**src/rtl/poly_mul_sequencer_pkg.sv**
```systemverilog
// Shared types and constants for the NTRU-HRSS cyclic polynomial multiplier sequencer.
package poly_mul_sequencer_pkg;

    localparam int DEFAULT_N                = 701;
    localparam int DEFAULT_NUM_WIDTH_LENGTH = 13;
    localparam int DEFAULT_ADDR_W           = 10;

    // Ternary coefficient encoding: bit 0 = nonzero, bit 1 = negative (2'b10 reads as zero).
    localparam logic [1:0] R_ZERO = 2'b00;
    localparam logic [1:0] R_POS  = 2'b01;
    localparam logic [1:0] R_NEG  = 2'b11;

    typedef enum logic [2:0] {
        IDLE,
        CLEAR,
        FETCH_R,
        LOAD_R,
        RUN,
        DRAIN,
        DONE
    } state_t;

endpackage

```
**src/rtl/poly_mul_sequencer_arith.sv**
```systemverilog
// Ternary multiply-accumulate step: result = acc + r*coeff (mod 2^W), r in {-1, 0, +1}.
module poly_mul_sequencer_arith #(
    parameter int W = 13
) (
    input  logic         r,
    input  logic         r_next,
    input  logic [W-1:0] acc,
    input  logic [W-1:0] coeff,
    output logic [W-1:0] result
);

    always_comb begin
        result = acc;
        if (r) begin
            result = r_next ? (acc - coeff) : (acc + coeff);
        end
    end

endmodule

```
**src/rtl/poly_mul_sequencer.sv**
```systemverilog
// Schoolbook sequencer computing e = r*h mod (x^N - 1) over external synchronous RAMs.
// Optional macro POLY_MUL_SKIP_ZERO_EN: skip the RUN/DRAIN pass for zero r coefficients.
module poly_mul_sequencer
    import poly_mul_sequencer_pkg::*;
#(
    parameter int N                = DEFAULT_N,
    parameter int NUM_WIDTH_LENGTH = DEFAULT_NUM_WIDTH_LENGTH,
    parameter int ADDR_W           = DEFAULT_ADDR_W
) (
    input  logic                        clk,
    input  logic                        rst,
    input  logic                        start,
    output logic                        busy,
    output logic                        done,
    output logic [ADDR_W-1:0]           r_addr,
    input  logic [1:0]                  r_rdata,
    output logic [ADDR_W-1:0]           h_addr,
    input  logic [NUM_WIDTH_LENGTH-1:0] h_rdata,
    output logic [ADDR_W-1:0]           e_raddr,
    input  logic [NUM_WIDTH_LENGTH-1:0] e_rdata,
    output logic [ADDR_W-1:0]           e_waddr,
    output logic [NUM_WIDTH_LENGTH-1:0] e_wdata,
    output logic                        e_we
);

    localparam logic [ADDR_W-1:0] LAST = ADDR_W'(N - 1);
    localparam logic [ADDR_W-1:0] ONE  = ADDR_W'(1);

    state_t state, state_n;

    logic [ADDR_W-1:0] i, i_n;
    logic [ADDR_W-1:0] k, k_n;
    logic [ADDR_W-1:0] k_d, k_d_n;
    logic [ADDR_W-1:0] j, j_n;
    logic [ADDR_W-1:0] j_start, j_start_n;
    logic              sel, sel_n;
    logic              neg, neg_n;
    logic              wb_valid, wb_n;

    // Address outputs show live values only while in use and otherwise replay these copies.
    logic [ADDR_W-1:0] r_addr_q, h_addr_q, e_raddr_q, e_waddr_q;

    logic                        r_nonzero;
    logic [NUM_WIDTH_LENGTH-1:0] au_result;

    assign r_nonzero = (r_rdata == R_POS) || (r_rdata == R_NEG);

    poly_mul_sequencer_arith #(
        .W(NUM_WIDTH_LENGTH)
    ) u_arith (
        .r      (sel),
        .r_next (neg),
        .acc    (e_rdata),
        .coeff  (h_rdata),
        .result (au_result)
    );

    always_comb begin
        state_n   = state;
        i_n       = i;
        k_n       = k;
        k_d_n     = k_d;
        j_n       = j;
        j_start_n = j_start;
        sel_n     = sel;
        neg_n     = neg;
        wb_n      = 1'b0;
        busy      = 1'b1;
        done      = 1'b0;
        e_we      = 1'b0;
        e_wdata   = '0;
        r_addr    = r_addr_q;
        h_addr    = h_addr_q;
        e_raddr   = e_raddr_q;
        e_waddr   = e_waddr_q;

        case (state)
            IDLE: begin
                busy = 1'b0;
                if (start) begin
                    state_n   = CLEAR;
                    i_n       = '0;
                    k_n       = '0;
                    j_start_n = '0;
                end
            end
            CLEAR: begin
                e_we    = 1'b1;
                e_waddr = k;
                if (k == LAST) begin
                    k_n     = '0;
                    state_n = FETCH_R;
                end else begin
                    k_n = k + ONE;
                end
            end
            FETCH_R: begin
                r_addr  = i;
                state_n = LOAD_R;
            end
            LOAD_R: begin
                sel_n   = r_nonzero;
                neg_n   = (r_rdata == R_NEG);
                k_n     = '0;
                j_n     = j_start;
                state_n = RUN;
`ifdef POLY_MUL_SKIP_ZERO_EN
                // A zero coefficient contributes nothing, so advance straight to the next i.
                if (!r_nonzero) begin
                    j_start_n = (j_start == '0) ? LAST : (j_start - ONE);
                    if (i == LAST) begin
                        state_n = DONE;
                    end else begin
                        i_n     = i + ONE;
                        state_n = FETCH_R;
                    end
                end
`endif
            end
            RUN: begin
                e_raddr = k;
                h_addr  = j;
                k_d_n   = k;
                wb_n    = 1'b1;
                j_n     = (j == LAST) ? '0 : (j + ONE);
                // Write-back of the index read one cycle earlier; never collides with the read.
                if (wb_valid) begin
                    e_we    = 1'b1;
                    e_waddr = k_d;
                    e_wdata = au_result;
                end
                if (k == LAST) begin
                    k_n     = '0;
                    state_n = DRAIN;
                end else begin
                    k_n = k + ONE;
                end
            end
            DRAIN: begin
                e_we      = 1'b1;
                e_waddr   = k_d;
                e_wdata   = au_result;
                j_start_n = (j_start == '0) ? LAST : (j_start - ONE);
                if (i == LAST) begin
                    state_n = DONE;
                end else begin
                    i_n     = i + ONE;
                    state_n = FETCH_R;
                end
            end
            DONE: begin
                done    = 1'b1;
                state_n = IDLE;
            end
            default: begin
                state_n = IDLE;
            end
        endcase
    end

    always_ff @(posedge clk) begin
        if (rst) begin
            state     <= IDLE;
            i         <= '0;
            k         <= '0;
            k_d       <= '0;
            j         <= '0;
            j_start   <= '0;
            sel       <= 1'b0;
            neg       <= 1'b0;
            wb_valid  <= 1'b0;
            r_addr_q  <= '0;
            h_addr_q  <= '0;
            e_raddr_q <= '0;
            e_waddr_q <= '0;
        end else begin
            state     <= state_n;
            i         <= i_n;
            k         <= k_n;
            k_d       <= k_d_n;
            j         <= j_n;
            j_start   <= j_start_n;
            sel       <= sel_n;
            neg       <= neg_n;
            wb_valid  <= wb_n;
            r_addr_q  <= r_addr;
            h_addr_q  <= h_addr;
            e_raddr_q <= e_raddr;
            e_waddr_q <= e_waddr;
        end
    end

endmodule

```
**config.mk**
```make
export PLATFORM = sky130hd
export DESIGN_NAME = poly_mul_sequencer
export DESIGN_NICKNAME = d
export VERILOG_FILES = /design/src/rtl/poly_mul_sequencer_pkg.sv /design/src/rtl/poly_mul_sequencer_arith.sv /design/src/rtl/poly_mul_sequencer.sv
export SDC_FILE = /design/constraint.sdc
export NUM_CORES = 1
export LEC_CHECK = 0
export ABC_CLOCK_PERIOD_IN_PS = 5700
export BUFFER_PORTS_ARGS = -buffer_cell sky130_fd_sc_hd__buf_2
export CAP_MARGIN = 20
export CORE_MARGIN = 2
export CORE_UTILIZATION = 62
export CTS_CLUSTER_SIZE = 14
export DETAILED_ROUTE_END_ITERATION = 8
export PLACE_DENSITY = 0.82
export SYNTH_ARGS = -nofsm -noshare
export SYNTH_HDL_FRONTEND = slang
export SYNTH_HIERARCHICAL = 1
export SYNTH_SLANG_ARGS = --single-unit
export TNS_END_PERCENT = 1
```
**constraint.sdc**
```tcl
create_clock -name clk -period 5.7 [get_ports clk]
set_input_delay 0.855 -clock clk [delete_from_list [all_inputs] [get_ports clk]]
set_output_delay 0.855 -clock clk [all_outputs]
set_load 0.05 [all_outputs]
```
After elaboration in Yosys (flattened, before gate mapping)
Index checks and enable logic that the tools add are counted.

Logic and storage cells: 74. Input port bits: 31. Register bits: 96.

$add $sub $neg: 6. Reduce and logical (&&, ||, !) cells: 12. Equality and inequality tests: 15. Mux-type cells: 28.

Operators by type and width (number): $mux 10 (9); $pmux 10 s2 (3); $pmux 10 s3 (2); $mux 13 (3); $add 10x1->10 const B (3); $eq 10x10->1 const B (3); $pmux 13 s2 (1); $pmux 3 s6 (1); $add 13x13->13 (1); $sub 13x13->13 (1); $mux 3 (4); $logic_not 10->1 (1); $sub 10x1->10 const B (1); $eq 3x3->1 const B (3); $ne 2x2->1 const B (4); $eq 3x2->1 const B (2); $reduce_and 3->1 (2); $mux 1 (4); $reduce_and 2->1 (2); $reduce_bool 2->1 (2); $reduce_or 2->1 (2); $eq 3x1->1 const B (1); $logic_not 3->1 (1); $reduce_bool 3->1 (1); 4 further kinds (4).

Depth between registers and ports, before layout
Gate-level depths: netlist of run 1.

Depth in word-level cells: 5. Mapped depth: 13. Gate-level depth less buffers: 13.

Modules after synthesis
The synthesis of run 1 kept the hierarchy.

By module, submodules not included: poly_mul_sequencer (seq. area each 1921.8 µm², area an instance 4722.0 µm², cells each 576, times used 1); poly_mul_sequencer_arith (seq. area each 0.0 µm², area an instance 927.1 µm², cells each 129, times used 1).

Worst setup path after synthesis of run 1
Ideal clock, no wire load.

Kind: in2out. Start: input port h_rdata[0]. End: output port e_wdata[12]. Stages: 12. Buffers on the path: 0. Data arrival time: 3.135 ns. Slack: 1.710 ns. Path through: inv_1 > ha_1 > a21oi_1 > xnor2_1 > ha_1 > a21o_1 > a311oi_1 > o21a_1 > a31oi_1 > mux2i_1 > xor2_1 > and2_1.

Cells in the longest elaborated chain, start to end: 5.

Ends and longest elaborated chain: start, declared (RTL line poly_mul_sequencer.sv:18) `input logic [NUM_WIDTH_LENGTH-1:0] h_rdata,`; $add 13x13->13 or $sub 13x13->13 (tied branches) (RTL line poly_mul_sequencer_arith.sv:15) `result = r_next ? (acc - coeff) : (acc + coeff);`; $mux 13 * (RTL line poly_mul_sequencer_arith.sv:15); $mux 13 * (RTL line poly_mul_sequencer_arith.sv:14) `if (r) begin`; net au_result[12] (RTL line poly_mul_sequencer.sv:44) `logic [NUM_WIDTH_LENGTH-1:0] au_result;`; $mux 13 (RTL line poly_mul_sequencer.sv:127) `if (wb_valid) begin`; $pmux 13 s2 * (RTL line poly_mul_sequencer.sv:77) `case (state)`; end, declared (RTL line poly_mul_sequencer.sv:22) `output logic [NUM_WIDTH_LENGTH-1:0] e_wdata,`.

Mark *: on every way through the listed nets, which the timed path passes. The rest lies on a longest branch.

Final worst setup path of run 1
Start: input port h_rdata[3]. End: output port e_wdata[12].

Same word-level chain as after synthesis.

==> flow_summary.ini, run 1 <==
[setup_path]
startpoint = h_rdata[3]
cp_common_cell = a21oi_1
slowest_delay_ps = 390
critPathRequiredTime_ps = 4850
arrival_ps = 3500
r2r-start = state[1]$_SDFFE_PP0P_
crit_chain = buf_2, nor2_1, and3_4, a21oi_1, xnor2_1, ha_1, a21oi_1, a21oi_1, nor2_1, a31oi_1, mux2i_1, xor2_1, and2_1, buf_2
cp-start-kind = input pin
timing_worst_setup_path_type = input pin to primary output
path_max_fanout = 6
cpLargestDelayFamily = simple AND/OR/NAND/NOR gates
crit_buf_inv = 2
worst_setup_path_end_kind = primary output
cpMaxStageDelayCell = ha_1

[clock_network]
cts_htree_levels = 3
clkTransAtPathRegs_ps = 100
cts_tree = built
cts_buffer_depth = 2
clkLatencyLatePin_ps = 380
cts_buffers = 9
ctsHoldBuffers = 0
cts_resized = 0
cts_sinks = 96
cts_setup_buffers = 0
cts-root-buf = clkbuf_8

[floorplan]
start_util = 0.645
row_count = 34
die_area_um2 = 9890
die_h_um = 99.5
die-width_um = 99.5
core-area_um2 = 8760
ioPinCount = 87

[placed_design]
io_buffers = 86
gp_congestion = 0.917
place_ws_ps = 1410
hpwlAfterDp_mm = 9.21

[final_layout]
syn_to_final_growth_pct = 11.3
diodes = 0
layout_common_cells = dfxtp_1 (96), nand2_1 (90), buf_2 (86)
finalNetCount = 816
final_common_cell = dfxtp_1
nFillCells = 702
drive_above_1_share = 0.177

[hold_path]
hold_path.class = flop to flop
hp-start = k_d[8]$_SDFFE_PP0P_

[logic_synthesis]
synth_area_um2 = 5650
yosysWarnings = 6
avgSynthCellArea_um2 = 8.01
seq_area_frac_synth = 0.340
ys_types = 70
synth-seq-cells = 96
syn_nets = 757
synth_cells = 705
ys.flop_type = dfxtp_1
async_reset_ff_frac = 0
synth_edf_count = 0

[power_and_ir_drop]
intPower_w = 0.000996
p_sw_w = 0.000464
p_comb_frac = 0.193
swShare = 0.318
power.leakage_nw = 2.52
ir_drop_mv = 0.156
power_density_nw_per_um2 = 232
seq_power_share = 0.481
p_clk_frac = 0.326

[routing]
drc = 0
first_pass_iters = 5
finalWirelength_mm = 13.4
routed-via-count = 5363
drt_iter0_markers = 270
via_per_inst = 6.12
antenna_left = 0
wl_per_cell_um = 15.3

[timing]
hold_violations = 0
skew_ps = 18.6
finalSetupViolCount = 0
fin_crit_ps = 4360
rsz0062_at_grt = false
fmax_mhz = 230
slew_headroom = 0.276
finalMaxSlewViolations = 0
worst_pin_slew_ps = 1090
tns_ps = 0
finalCritPeriodShare = 0.764
fin_ws_ps = 1340

[grt]
grt_pass1_vias = 5028
grtUsageTotal = 0.272
grt.overflow.total = 0
antenna_found_initial = 0
grt_pass1_wl_mm = 22.6
grt_max_degree = 53

[status]
status = completed

[flow_run]
drv_cap = 0
per-stage QoR:
stage	cells	hold slack, ps	util	area [um^2]	power (W)
after floorplan	705	436	-	5650	0.000928
after global placement	861	443	0.693	6080	0.000984
after detailed placement	861	450	0.693	6080	0.000995
after CTS	877	464	0.718	6290	0.00146
after global routing	877	479	0.718	6290	0.00152
final	877	464	0.718	6290	0.00146
synthesized netlist by cell type (3+ instances only):
master	number	area, um^2
o21ai_1	6	30.0
nor3b_1	3	22.5
xor2_1	6	52.6
or4_1	7	52.6
nor2b_1	26	163
mux2i_1	5	50.1
a21oi_1	85	425
and3_1	5	31.3
or3_1	13	81.3
nand2b_1	12	75.1
nand3_1	16	80.1
buf_2	7	35.0
a2111oi_0	3	26.3
a221o_1	9	90.1
buf_1	3	11.3
o21a_1	3	22.5
and4_1	3	26.3
o2111ai_1	3	26.3
ha_1	20	250
a41oi_1	3	26.3
o31ai_1	6	45.0
nor3_1	14	70.1
o211ai_1	5	37.5
inv_1	23	86.3
nand3b_1	14	105
clkbuf_1	31	116
o21ai_0	27	135
o2bb2ai_1	3	26.3
dfxtp_1	96	1920
mux2_2	18	203
a31oi_1	4	25.0
nor4_1	3	18.8
a21o_1	5	37.5
a211oi_1	12	90.1
nand4_1	5	31.3
nor2_1	39	146
nand2_1	90	338
xnor2_1	17	149
and2_1	16	100
power by group through the flow:
stage          Combinational, W  Sequential, W  Clock [W]
5_1_grt                0.000307       0.000705   0.000510
3_3_place_gp           0.000268       0.000717          0
3_5_place_dp           0.000278       0.000718          0
2_1_floorplan          0.000224       0.000704          0
6_report               0.000281       0.000703   0.000476
4_1_cts                0.000279       0.000702   0.000481
sequential cells by signal, indices dropped and copies added, names as in the netlist, 3 cells and up:
signal / cells
j_start: 10
e_waddr_q: 10
r_addr_q: 10
j: 10
e_raddr_q: 10
h_addr_q: 10
k_d: 10
k: 10
state: 3
i: 10
cell families (layout without fill, tap and decap cells):
group | Yosys count | count (layout) | share of synthesized area
adders and majority gates | 21 | 21 | 0.0478
DFF | 96 | 96 | 0.340
AOI/OAI and AO/OA | 197 | 197 | 0.224
muxes | 24 | 24 | 0.0467
buffers and inverters | 66 | 130 | 0.0481
and+or+nand+nor | 278 | 278 | 0.258
xor gates and xnor gates | 23 | 23 | 0.0357
worst reg2reg max path: cells and delay by family (launching register included):
kind	cells	cell delay, ps
AND/OR/NAND/NOR	2	1490
flip-flops	1	980
AO/OA/AOI/OAI	1	450
worst paths after layout:
check	slack, ps	cells after the start	end
max	1340	14	e_wdata[12]
min	460	2	k_d[8]$_SDFFE_PP0P_
max reg2reg	2670	3	j[7]$_SDFFE_PP0P_
min reg2reg	460	2	k_d[8]$_SDFFE_PP0P_
cell type report:
type,instances,area (um^2),share of cell area
Inverter,23,86.3,0.0137
Tap cell,108,135,0.0215
Multi-Input combinational cell,543,3470,0.551
Clock inverter,6,83.8,0.0133
Sequential cell,96,1920,0.306
Clock buffer,10,128,0.0203
Timing Repair Buffer,91,468,0.0744
routing by layer:
layer / GRT usage / part of all wire / vias to the layer above
met3: 0.0457 / 0.048 / 18
met1: 0.354 / 0.45 / 2533
met5: 0 / 0 / -
li1: - / - / 2660
met2: 0.464 / 0.49 / 152
met4: 0.0822 / 0.014 / 0
No activity file was read; power rests on OpenSTA's default activity.
==> inputs of run 2 (changes only) <==
--- a/config.mk
+++ b/config.mk
@@ -5,14 +5,14 @@
 export SDC_FILE = /design/constraint.sdc
 export NUM_CORES = 1
 export LEC_CHECK = 0
-export ABC_CLOCK_PERIOD_IN_PS = 5700
+export ABC_CLOCK_PERIOD_IN_PS = 3700
 export BUFFER_PORTS_ARGS = -buffer_cell sky130_fd_sc_hd__buf_2
 export CAP_MARGIN = 20
 export CORE_MARGIN = 2
-export CORE_UTILIZATION = 62
+export CORE_UTILIZATION = 52
 export CTS_CLUSTER_SIZE = 14
 export DETAILED_ROUTE_END_ITERATION = 8
-export PLACE_DENSITY = 0.82
+export PLACE_DENSITY = 0.73
 export SYNTH_ARGS = -nofsm -noshare
 export SYNTH_HDL_FRONTEND = slang
 export SYNTH_HIERARCHICAL = 1
==> constraint.sdc (replaced) <==
create_clock -name clk -period 3.7 [get_ports clk]
set_input_delay 0.555 -clock clk [delete_from_list [all_inputs] [get_ports clk]]
set_output_delay 0.555 -clock clk [all_outputs]
set_load 0.05 [all_outputs]
==> run 2 against run 1 <==
Clock power increased by 33%. Largest cell class unchanged. Via count increased by 0.41%. Final area increased by 2.6%.
==> flow_summary.ini, run 2 (synthesized netlist as in run 1, its figures left out) <==
[status]
status = completed

[routing]
first_pass_iters = 5
finalWirelength_mm = 14.1
wl_per_cell_um = 15.3
antenna_left = 0
drc = 0
via_per_inst = 5.85
routed-via-count = 5385
drt_iter0_markers = 367

[clock_network]
cts_buffers = 9
cts_tree = built
cts_sinks = 96
cts_htree_levels = 3
cts_buffer_depth = 2
cts-root-buf = clkbuf_8
ctsHoldBuffers = 0
clkLatencyLatePin_ps = 370
clkTransAtPathRegs_ps = 80

[timing]
rsz0062_at_grt = true
skew_ps = 11.4
fmax_mhz = 274
finalSetupViolCount = 0
hold_violations = 0
finalMaxSlewViolations = 0
slew_headroom = 0.383
finalCritPeriodShare = 0.986
whs_ps = 458
fin_ws_ps = 50.8
fin_crit_ps = 3650
worst_pin_slew_ps = 917

[power_and_ir_drop]
ir_drop_mv = 0.254
power_density_nw_per_um2 = 337
power.leakage_nw = 2.57
totalPowerFinal_w = 0.00217

[floorplan]
die_h_um = 108
row_count = 38
ioPinCount = 87
start_util = 0.528
core-area_um2 = 10700
die-width_um = 108
die_area_um2 = 11700

[grt]
grt_max_degree = 53
grt.overflow.total = 0
grt_pass1_wl_mm = 22.8
grtUsageTotal = 0.241
antenna_found_initial = 0
grt_pass1_vias = 4912

[setup_path]
crit_buf_inv = 3
cp-start-kind = input pin
worst_setup_path_end_kind = primary output
timing_worst_setup_path_type = input pin to primary output
critPathRequiredTime_ps = 3140
path_max_fanout = 5
slowest_delay_ps = 380
arrival_ps = 3090
cpLargestDelayFamily = simple AND/OR/NAND/NOR gates
cpMaxStageDelayCell = or3_1
crit_chain = buf_2, inv_1, ha_1, and3_4, nor2_1, xnor2_1, ha_1, nand2_1, a21oi_2, o21ai_2, o2111a_1, or3_1, and2_1, buf_2

[final_layout]
diodes = 0
final_common_cell = dfxtp_1
nFillCells = 1009
finalNetCount = 829
syn_to_final_growth_pct = 14.2
ff_latch_area_um2 = 1920
drive_above_1_share = 0.201
multi_input_area_um2 = 3520
layout_common_cells = dfxtp_1 (96), nand2_1 (90), buf_2 (84)

[flow_run]
drv_cap = 0

[placed_design]
io_buffers = 86
gp_congestion = 0.863
hpwlAfterDp_mm = 10.0
place_ws_ps = 39.1

[hold_path]
hold_path.class = input pin to flop
-- run 2: timing repair --
item                       4_1_cts  5_1_grt
setup buffers                    0        3
setup endpoints to repair        0        4
resized for setup                0       16
-- run 2: path summary, 6_finish.rpt --
check                        start  slack, ps             endpoint  depth (start not counted)
min reg2reg    k_d[6]$_SDFFE_PP0P_        460  k_d[6]$_SDFFE_PP0P_                          2
max                     h_rdata[1]         50          e_wdata[11]                         14
max reg2reg  state[2]$_SDFFE_PP0P_       1210    j[3]$_SDFFE_PP0P_                          5
min                     r_rdata[0]        460     sel$_SDFFE_PP0P_                          3
-- run 2: metal layers --
layer / routed length, um / up-vias / track usage / part of all wire
met5: 0 / - / 0 / 0
li1: - / 2681 / - / -
met1: 6540 / 2555 / 0.311 / 0.46
met4: 195 / 0 / 0.0641 / 0.014
met2: 6700 / 132 / 0.408 / 0.47
met3: 681 / 17 / 0.0561 / 0.048
-- run 2: where the power goes --
part	internal (W)	switching, W	total [W]
clock	0.000293	0.000341	0.000634
sequential	0.00105	0.0000287	0.00108
combinational	0.000171	0.000292	0.000463
total	0.00151	0.000661	0.00217
-- run 2: per-stage QoR --
stage	util	cells	instance area [um^2]	setup TNS (ps)
global placement	0.578	902	6180	0
finish	0.603	920	6450	0
CTS	0.595	917	6370	0
global route	0.603	920	6450	-117
floorplan	-	705	5650	0
detailed placement	0.579	903	6200	0
-- run 2: worst min-delay path, delay by kind of cell --
| family | cells | cell delay [ps] |
|---|---|---|
| buffers and inverters | 1 | 100 |
| multiplexers | 1 | 60 |
| AND/OR/NAND/NOR | 1 | 70 |
-- run 2: layout make-up --
type                    instances  share of cell area
well taps                     140              0.0271
clock buffers                  14              0.0268
multi-input cells             543               0.545
repair buffers                104              0.0896
flip-flops and latches         96               0.298
inverters                      23              0.0134
